`config.mk`:
```
export PLATFORM = sky130hd
export DESIGN_NAME = xfer_matrix
export DESIGN_NICKNAME = d
export VERILOG_FILES = /design/src/rtl/xfer_matrix_pkg.sv /design/src/rtl/xfer_matrix_src_mux.sv /design/src/rtl/xfer_matrix.sv
export SDC_FILE = /design/constraint.sdc
export NUM_CORES = 1
export LEC_CHECK = 0
export CAP_MARGIN = 0
export CORE_ASPECT_RATIO = 1.75
export CORE_MARGIN = 1.5
export CORE_UTILIZATION = 45
export DETAILED_ROUTE_END_ITERATION = 10
export GPL_TIMING_DRIVEN = 0
export PLACE_DENSITY = 0.65
export SLEW_MARGIN = 15
export SYNTH_ARGS = -nofsm -noshare
export SYNTH_HDL_FRONTEND = slang
export SYNTH_SLANG_ARGS = --single-unit
```
`constraint.sdc`:
```
create_clock -name clk -period 5.4 [get_ports clk]
set_clock_uncertainty 0.1 [all_clocks]
set_input_delay 0.54 -clock clk [delete_from_list [all_inputs] [get_ports clk]]
set_output_delay 0.54 -clock clk [all_outputs]
set_load 0.01 [all_outputs]
```
`src/rtl/xfer_matrix_pkg.sv`:
```
// Shared definitions for the transfer matrix: default data width, selector
// width helper and the special source/destination selector codes.
package xfer_matrix_pkg;

  localparam int REG_WIDTH = 8;

  function automatic int sel_w(input int num_regs);
    return $clog2(num_regs) + 1;
  endfunction

  // Special codes sit directly above the register index range.
  function automatic int src_ext(input int num_regs);
    return num_regs;
  endfunction

  function automatic int src_zero(input int num_regs);
    return num_regs + 1;
  endfunction

  function automatic int dst_ext(input int num_regs);
    return num_regs;
  endfunction

endpackage

```
`src/rtl/xfer_matrix_src_mux.sv`:
```
// Source selector for one stage entry: register, external input or zero;
// codes above the zero code read as zero and flag an error.
module xfer_src_mux #(
  parameter int REG_WIDTH = 8,
  parameter int NUM_REGS  = 8,
  parameter int SEL_W     = 4
) (
  input  logic [NUM_REGS*REG_WIDTH-1:0] regs_i,
  input  logic [REG_WIDTH-1:0]          ext_i,
  input  logic [SEL_W-1:0]              sel_i,
  output logic [REG_WIDTH-1:0]          data_o,
  output logic                          err_o
);
  import xfer_matrix_pkg::*;

  localparam logic [SEL_W-1:0] SRC_EXT_S  = SEL_W'(src_ext(NUM_REGS));
  localparam logic [SEL_W-1:0] SRC_ZERO_S = SEL_W'(src_zero(NUM_REGS));

  always_comb begin
    data_o = '0;
    err_o  = 1'b0;
    for (int r = 0; r < NUM_REGS; r++) begin
      if (sel_i == SEL_W'(r)) data_o = regs_i[r*REG_WIDTH +: REG_WIDTH];
    end
    if (sel_i == SRC_EXT_S) data_o = ext_i;
    else if (sel_i > SRC_ZERO_S) err_o = 1'b1;
  end

endmodule

```
`src/rtl/xfer_matrix.sv`:
```
// Multi-channel register transfer matrix: requests latch into one stage and
// write one cycle later with parallel-move semantics and lowest-index priority.
module xfer_matrix #(
  parameter int  REG_WIDTH = xfer_matrix_pkg::REG_WIDTH,
  parameter int  NUM_REGS  = 8,
  parameter int  NUM_CH    = 2,
  localparam int SEL_W     = xfer_matrix_pkg::sel_w(NUM_REGS)
) (
  input  logic                          clk,
  input  logic                          reset,
  input  logic [NUM_CH-1:0]             xfer_valid,
  output logic [NUM_CH-1:0]             xfer_ready,
  input  logic [NUM_CH*SEL_W-1:0]       src_sel,
  input  logic [NUM_CH*SEL_W-1:0]       dst_sel,
  input  logic                          ovr_valid,
  input  logic [SEL_W-1:0]              ovr_src,
  input  logic [SEL_W-1:0]              ovr_dst,
  input  logic                          stall,
  input  logic [REG_WIDTH-1:0]          ext_in,
  output logic [REG_WIDTH-1:0]          ext_out,
  output logic                          ext_we,
  output logic [NUM_REGS*REG_WIDTH-1:0] regs_flat,
  output logic                          busy,
  output logic                          conflict,
  output logic                          sel_err
);
  import xfer_matrix_pkg::*;

  // Entry 0 is the override, entry c+1 is channel c: index order is priority.
  localparam int NUM_ENT = NUM_CH + 1;
  localparam logic [SEL_W-1:0] DST_EXT_S = SEL_W'(dst_ext(NUM_REGS));

  logic [NUM_ENT-1:0]                 stg_vld_d, stg_vld_q;
  logic [NUM_ENT-1:0][SEL_W-1:0]      stg_src_d, stg_src_q;
  logic [NUM_ENT-1:0][SEL_W-1:0]      stg_dst_d, stg_dst_q;
  logic [NUM_REGS-1:0][REG_WIDTH-1:0] regs_d, regs_q;
  logic [REG_WIDTH-1:0]               ext_out_d, ext_out_q;
  logic [NUM_ENT-1:0][REG_WIDTH-1:0]  ent_data;
  logic [NUM_ENT-1:0]                 ent_src_err;
  logic [NUM_REGS:0]                  claimed;
  logic                               wr_ext, wr_conflict, wr_sel_err;

  always_comb begin
    xfer_ready = '0;
    if (!reset && !stall) begin
      xfer_ready    = '1;
      xfer_ready[0] = ~ovr_valid;
    end
    stg_vld_d    = '0;
    stg_src_d    = '0;
    stg_dst_d    = '0;
    stg_vld_d[0] = ovr_valid & ~stall & ~reset;
    stg_src_d[0] = ovr_src;
    stg_dst_d[0] = ovr_dst;
    for (int c = 0; c < NUM_CH; c++) begin
      stg_vld_d[c+1] = xfer_valid[c] & xfer_ready[c];
      stg_src_d[c+1] = src_sel[c*SEL_W +: SEL_W];
      stg_dst_d[c+1] = dst_sel[c*SEL_W +: SEL_W];
    end
  end

  // Muxes read regs_q, i.e. state before this cycle's writes, so swaps work.
  for (genvar e = 0; e < NUM_ENT; e++) begin : g_mux
    xfer_src_mux #(
      .REG_WIDTH(REG_WIDTH),
      .NUM_REGS (NUM_REGS),
      .SEL_W    (SEL_W)
    ) u_mux (
      .regs_i(regs_q),
      .ext_i (ext_in),
      .sel_i (stg_src_q[e]),
      .data_o(ent_data[e]),
      .err_o (ent_src_err[e])
    );
  end

  always_comb begin
    regs_d      = regs_q;
    ext_out_d   = ext_out_q;
    claimed     = '0;
    wr_ext      = 1'b0;
    wr_conflict = 1'b0;
    wr_sel_err  = 1'b0;
    for (int e = 0; e < NUM_ENT; e++) begin
      if (stg_vld_q[e]) begin
        if (ent_src_err[e] || stg_dst_q[e] > DST_EXT_S) wr_sel_err = 1'b1;
        for (int t = 0; t < NUM_REGS; t++) begin
          if (stg_dst_q[e] == SEL_W'(t)) begin
            if (claimed[t]) wr_conflict = 1'b1;
            else begin
              claimed[t] = 1'b1;
              regs_d[t]  = ent_data[e];
            end
          end
        end
        if (stg_dst_q[e] == DST_EXT_S) begin
          if (claimed[NUM_REGS]) wr_conflict = 1'b1;
          else begin
            claimed[NUM_REGS] = 1'b1;
            wr_ext            = 1'b1;
            ext_out_d         = ent_data[e];
          end
        end
      end
    end
  end

  always_ff @(posedge clk) begin
    if (reset) begin
      stg_vld_q <= '0;
      stg_src_q <= '0;
      stg_dst_q <= '0;
      regs_q    <= '0;
      ext_out_q <= '0;
    end else begin
      stg_vld_q <= stg_vld_d;
      stg_src_q <= stg_src_d;
      stg_dst_q <= stg_dst_d;
      regs_q    <= regs_d;
      ext_out_q <= ext_out_d;
    end
  end

  // Reset masks the stage outputs immediately, before the clearing edge.
  assign busy      = (|stg_vld_q) & ~reset;
  assign ext_we    = wr_ext & ~reset;
  assign conflict  = wr_conflict & ~reset;
  assign sel_err   = wr_sel_err & ~reset;
  assign ext_out   = reset ? '0 : ext_out_d;
  assign regs_flat = reset ? '0 : regs_q;

endmodule

```
Word level (Yosys, flattened, before mapping)
Cells that the tools add are included.

Register bits after elaboration: 99. Bits in latches: 0. RAM bits: 0. Memory bits (read-only): 0. Bits of input ports: 38. Output and inout bits: 78. Logic and storage cells: 258. Memories kept: 0.

Add/sub/neg operators: 0. Multipliers: 0. Div/mod/pow operators: 0. Magnitude comparators: 6. Eq/ne operators: 48. Shift operators: 0. Mux-type cells: 164. Bitwise gates (word level): 11. Reduce and logical (&&, ||, !) cells: 13.

Operators by type and width (count): $mux W8 (76); $mux W64 (4); $eq A4 B3 Y1 const B (24); $mux W1 (81); $eq A4 B2 Y1 const B (12); $eq A4 B1 Y1 const B (6); $eq A4 B4 Y1 const B (6); $gt A4 B4 Y1 const B (6); $logic_not A4 Y1 (6); $mux W9 (2); $and A1 B1 Y1 (8); $logic_or A1 B1 Y1 (3); $not A1 Y1 (3); $reduce_or A3 Y1 (1); $logic_not A1 Y1 (2); $mux W2 (1); $logic_and A1 B1 Y1 (1).

Depth between registers and ports, before layout
Word-level depth: 48. Gate-level depth with buffers: 9. Gate-level depth less buffers: 6.

Hierarchy
Synthesis repeated with hierarchy kept, for this count alone.

Cells, all modules: 832. Area, all modules: 7567.3 µm².

Modules (own cells, without submodules): xfer_matrix (times used 1, cells each 598, area each 5758.0 µm², sequential area each 1981.9 µm²); xfer_src_mux (times used 3, cells each 78, area each 603.1 µm², sequential area each 0.0 µm²).

Least setup slack after synthesis
No wires, ideal clock.

Path type: register -> output. Start: reg stg_dst_q[4] (netlist bit). End: out ext_out[0]. Arrival time: 1.989 ns. Required time: 4.760 ns. Path slack: 2.771 ns. Stages on the path, launching flop included: 10. Path through: dfxtp_1 buf_2 nor2_1 and3_1 clkbuf_1 or2_2 buf_2 nor3_1 a311o_1 a211oi_1.

Longest elaborated chain between the ends: 7. Elaborated cells on any way between the ends: 9.

Ends and longest elaborated chain: start, declared (line xfer_matrix.sv:35) `logic [NUM_ENT-1:0][SEL_W-1:0] stg_dst_d, stg_dst_q;`; start signal, assigned (line xfer_matrix.sv:118) `stg_dst_q <= stg_dst_d;`; $eq A4 B4 Y1 (*) (line xfer_matrix.sv:96) `if (stg_dst_q[e] == DST_EXT_S) begin`; $mux W8 or $mux W1 (tied branches) (line xfer_matrix.sv:96); $mux W8 or $mux W9 (tied branches) (line xfer_matrix.sv:85) `if (stg_vld_q[e]) begin`; $mux W8 (line xfer_matrix.sv:97) `if (claimed[NUM_REGS]) wr_conflict = 1'b1;`; $mux W8 (line xfer_matrix.sv:96); $mux W8 (*) (line xfer_matrix.sv:85); $mux W8 (*); end, declared (line xfer_matrix.sv:20) `output logic [REG_WIDTH-1:0] ext_out,`.

Every way passes the cells marked *; elsewhere a longest branch is shown, timed or not.

Final worst setup path
Start: reg stg_src_q[3] (netlist bit). End: out ext_out[3].

Longest elaborated chain between the ends: 19. Elaborated cells on any way between the ends: 27.

Ends and longest elaborated chain: start, declared (line xfer_matrix.sv:34) `logic [NUM_ENT-1:0][SEL_W-1:0] stg_src_d, stg_src_q;`; start signal, assigned (line xfer_matrix.sv:117) `stg_src_q <= stg_src_d;`; $logic_not A4 Y1 (line xfer_matrix_src_mux.sv:23) `if (sel_i == SEL_W'(r)) data_o = regs_i[r*REG_WIDTH +: REG_WIDTH];`; $mux W8 (8 in series) (line xfer_matrix_src_mux.sv:23); $mux W8 (*) (line xfer_matrix_src_mux.sv:25) `if (sel_i == SRC_EXT_S) data_o = ext_i;`; $mux W8 (*) (line xfer_matrix.sv:96); $mux W8 (*) (line xfer_matrix.sv:85); $mux W8 (line xfer_matrix.sv:97); $mux W8 (line xfer_matrix.sv:96); $mux W8 (*) (line xfer_matrix.sv:85); $mux W8 (line xfer_matrix.sv:97); $mux W8 (line xfer_matrix.sv:96); $mux W8 (*) (line xfer_matrix.sv:85); $mux W8 (*).

Marked as above.

==> results.sh <==
export IMPL_setup_tns_ps=0
export IMPL_required_ps=4760
export IMPL_routedWlPerCell_um=27.5
export IMPL_worstPathArrival_ps=3810
export IMPL_worst_pin_slew_ps=1130
export IMPL_num_fill_cells=1635
export IMPL_setup_viol=0
export IMPL_htreeDepth=3
export IMPL_core_area_sq_um=16800
export IMPL_first_pass_iters=8
export IMPL_finalCritPeriodShare_pct=82.4
export IMPL_drv_cap=0
export IMPL_finalWorstSetupSlack_ps=952
export IMPL_yosysWarnings=0
export IMPL_cts_tree="done"
export IMPL_routed_wirelength_um=37200
export IMPL_ys_seq_area_share_pct=25.8
export IMPL_numPortBuffers=114
export IMPL_vias=9099
export IMPL_insertion_delay_ps=370
export IMPL_synthArstFlopShare_pct=0
export IMPL_drcViolationCount=0
export IMPL_worstSetupEndpointType="output port"
export IMPL_power_density_nw_per_um2=200
export IMPL_min_period_ps=4450
export IMPL_hold_buffers=0
export IMPL_die_w_um=102
export IMPL_track_usage_pct=42.2
export IMPL_hold_class="reg -> reg"
export IMPL_multi_input_area_sq_um=5300
export IMPL_yosys_area_top_type="dfxtp_1"
export IMPL_drtIter0Drc=797
export IMPL_grt_max_degree=16
export IMPL_synth_area_top_cells="dfxtp_1, nor2b_1, nand2_1, mux2i_1, a21oi_1"
export IMPL_grt_pass1_vias=8837
export IMPL_ant_nets=0
export IMPL_finalHoldViolCount=0
export IMPL_path_class="reg -> out"
export IMPL_relSlewSlack_pct=24.0
export IMPL_cts_setup_buffers=0
export IMPL_drv_slew=0
export IMPL_synthFlopType="dfxtp_1"
export IMPL_p_leak_nw=3.06
export IMPL_io_pins=116
export IMPL_antenna_found_initial=1
export IMPL_dp_hpwl_um=29000
export IMPL_dieArea_sq_um=17900
export IMPL_ys_ff_latch=99
export IMPL_numCtsBuffers=9
export IMPL_cp_start_kind="flip-flop"
export IMPL_avgSynthCellArea_sq_um=7.70
export IMPL_grt_pass1_wl_um=54600
export IMPL_ys_types=75
export IMPL_fp_dieH_um=176
export IMPL_cts_buffer_depth=2
export IMPL_synth_area_sq_um=7670
export IMPL_antennaDiodeCount=0
export IMPL_cts_root_buf="clkbuf_16"
export IMPL_initial_utilization_pct=45.7
export IMPL_drive_gt1_share_pct=8.44
export IMPL_syn_to_final_growth_pct=23.0
export IMPL_synthCells=996
export IMPL_cts_resized_gates=0
export IMPL_place_ws_ps=1630
export IMPL_grt_overflow_total=0
export IMPL_clock_sinks=99
export IMPL_vias_per_cell=6.73
export IMPL_status="completed"
export IMPL_max_freq_mhz=225
export IMPL_final_nets=1159
export IMPL_syn_nets=1034
export IMPL_rows=63
export IMPL_synth_top_area_share_pct=25.8
export IMPL_path_clk_slew_ps=70
export IMPL_seq_area_sq_um=1980
export IMPL_place_gp_congestion=1.06
export IMPL_rsz0062_at_grt="false"
export IMPL_vdd_drop_max_v=0.000225
export IMPL_worstPathMaxFanout=9
export IMPL_synth_edff_count=0
Yosys cell counts (21+ instances only):
cell / n
nor2b_1: 98
o211ai_1: 22
o221ai_1: 23
dfxtp_1: 99
a21oi_1: 63
clkbuf_1: 41
buf_2: 23
nand2_1: 108
a211oi_1: 23
mux2i_1: 34
nor3_1: 25
o22ai_1: 21
nor2_1: 83
o21ai_0: 40
a221oi_1: 30
per-stage QoR:
stage / std cells / total power (W) / hold slack [ps] / area [sq um] / util (%)
after floorplan: 996 / 0.00101 / 442 / 7670 / -
after global placement: 1337 / 0.00117 / 503 / 9090 / 54.2
after detailed placement: 1337 / 0.00117 / 495 / 9110 / 54.2
after CTS: 1353 / 0.00187 / 507 / 9430 / 56.2
after global routing: 1353 / 0.00193 / 520 / 9430 / 56.2
final: 1353 / 0.00189 / 509 / 9430 / 56.2
metal layers:
layer	part of all wire, %	wire [um]	vias to the layer above	track usage, %
met4	10	3770	2	37.8
met1	33	12400	4251	44.1
li1	-	-	4004	-
met5	0.035	13	-	0
met3	7.9	2940	206	7.76
met2	49	18100	636	69.9
cell families after synthesis:
| group | Yosys count | synth area share, % |
|---|---|---|
| AOI/OAI and AO/OA | 320 | 30.4 |
| xor gates and xnor gates | 1 | 0.114 |
| buffers and inverters | 91 | 5.22 |
| DFF | 99 | 25.8 |
| muxes | 50 | 7.82 |
| and+or+nand+nor | 435 | 30.6 |
path summary, 6_finish.rpt:
path,start,end,depth (start not counted),slack (ps)
max,stg_src_q[3],ext_out[3],6,950
min reg2reg,ext_out_q[5],ext_out_q[5],2,510
max reg2reg,stg_src_q[3],ext_out_q[3],5,2360
min,ext_out_q[5],ext_out_q[5],2,510
area by class of cell:
| type | instances | share of cell area (%) |
|---|---|---|
| inverter | 13 | 0.517 |
| buffer | 78 | 3.73 |
| timing repair buffer | 114 | 12.1 |
| tap | 227 | 3.01 |
| clock buffer | 13 | 2.97 |
| clock inverter | 3 | 0.464 |
| sequential | 99 | 21.0 |
| multi-input combinational | 806 | 56.2 |
placed cells by master (no fill, tap or decap), types with 18 or more instances in the layout:
cell	n
o221ai_1	23
buf_2	23
nor2_1	83
dfxtp_1	99
o22ai_1	21
clkdlybuf4s50_1	114
nand2_1	108
a211oi_1	23
o211ai_1	22
clkbuf_1	41
nor2b_1	98
mux2i_1	34
o21ai_0	40
nor3_1	25
nand2b_1	19
a21oi_1	63
nand3b_1	18
a221oi_1	30
report_power, final:
| part | internal, W | switching, W |
|---|---|---|
| Combinational | 0.000137 | 0.000248 |
| Clock | 0.000410 | 0.000308 |
| Sequential | 0.000750 | 0.0000334 |
state kept, by name, indices dropped and copies added (netlist names):
name	count
stg_dst_q	12
stg_vld_q	3
stg_src_q	12
ext_out_q	8
regs_q	64
worst max-delay path, cell delays in order (launching register included):
cell and delay (ps):
dfxtp_1 460, nor2b_1 920, a22oi_1 260, o32ai_2 780
nor2_1 80, a211oi_1 320, clkdlybuf4s50_1 610
Note: power is estimated with default switching activity, not from simulation.
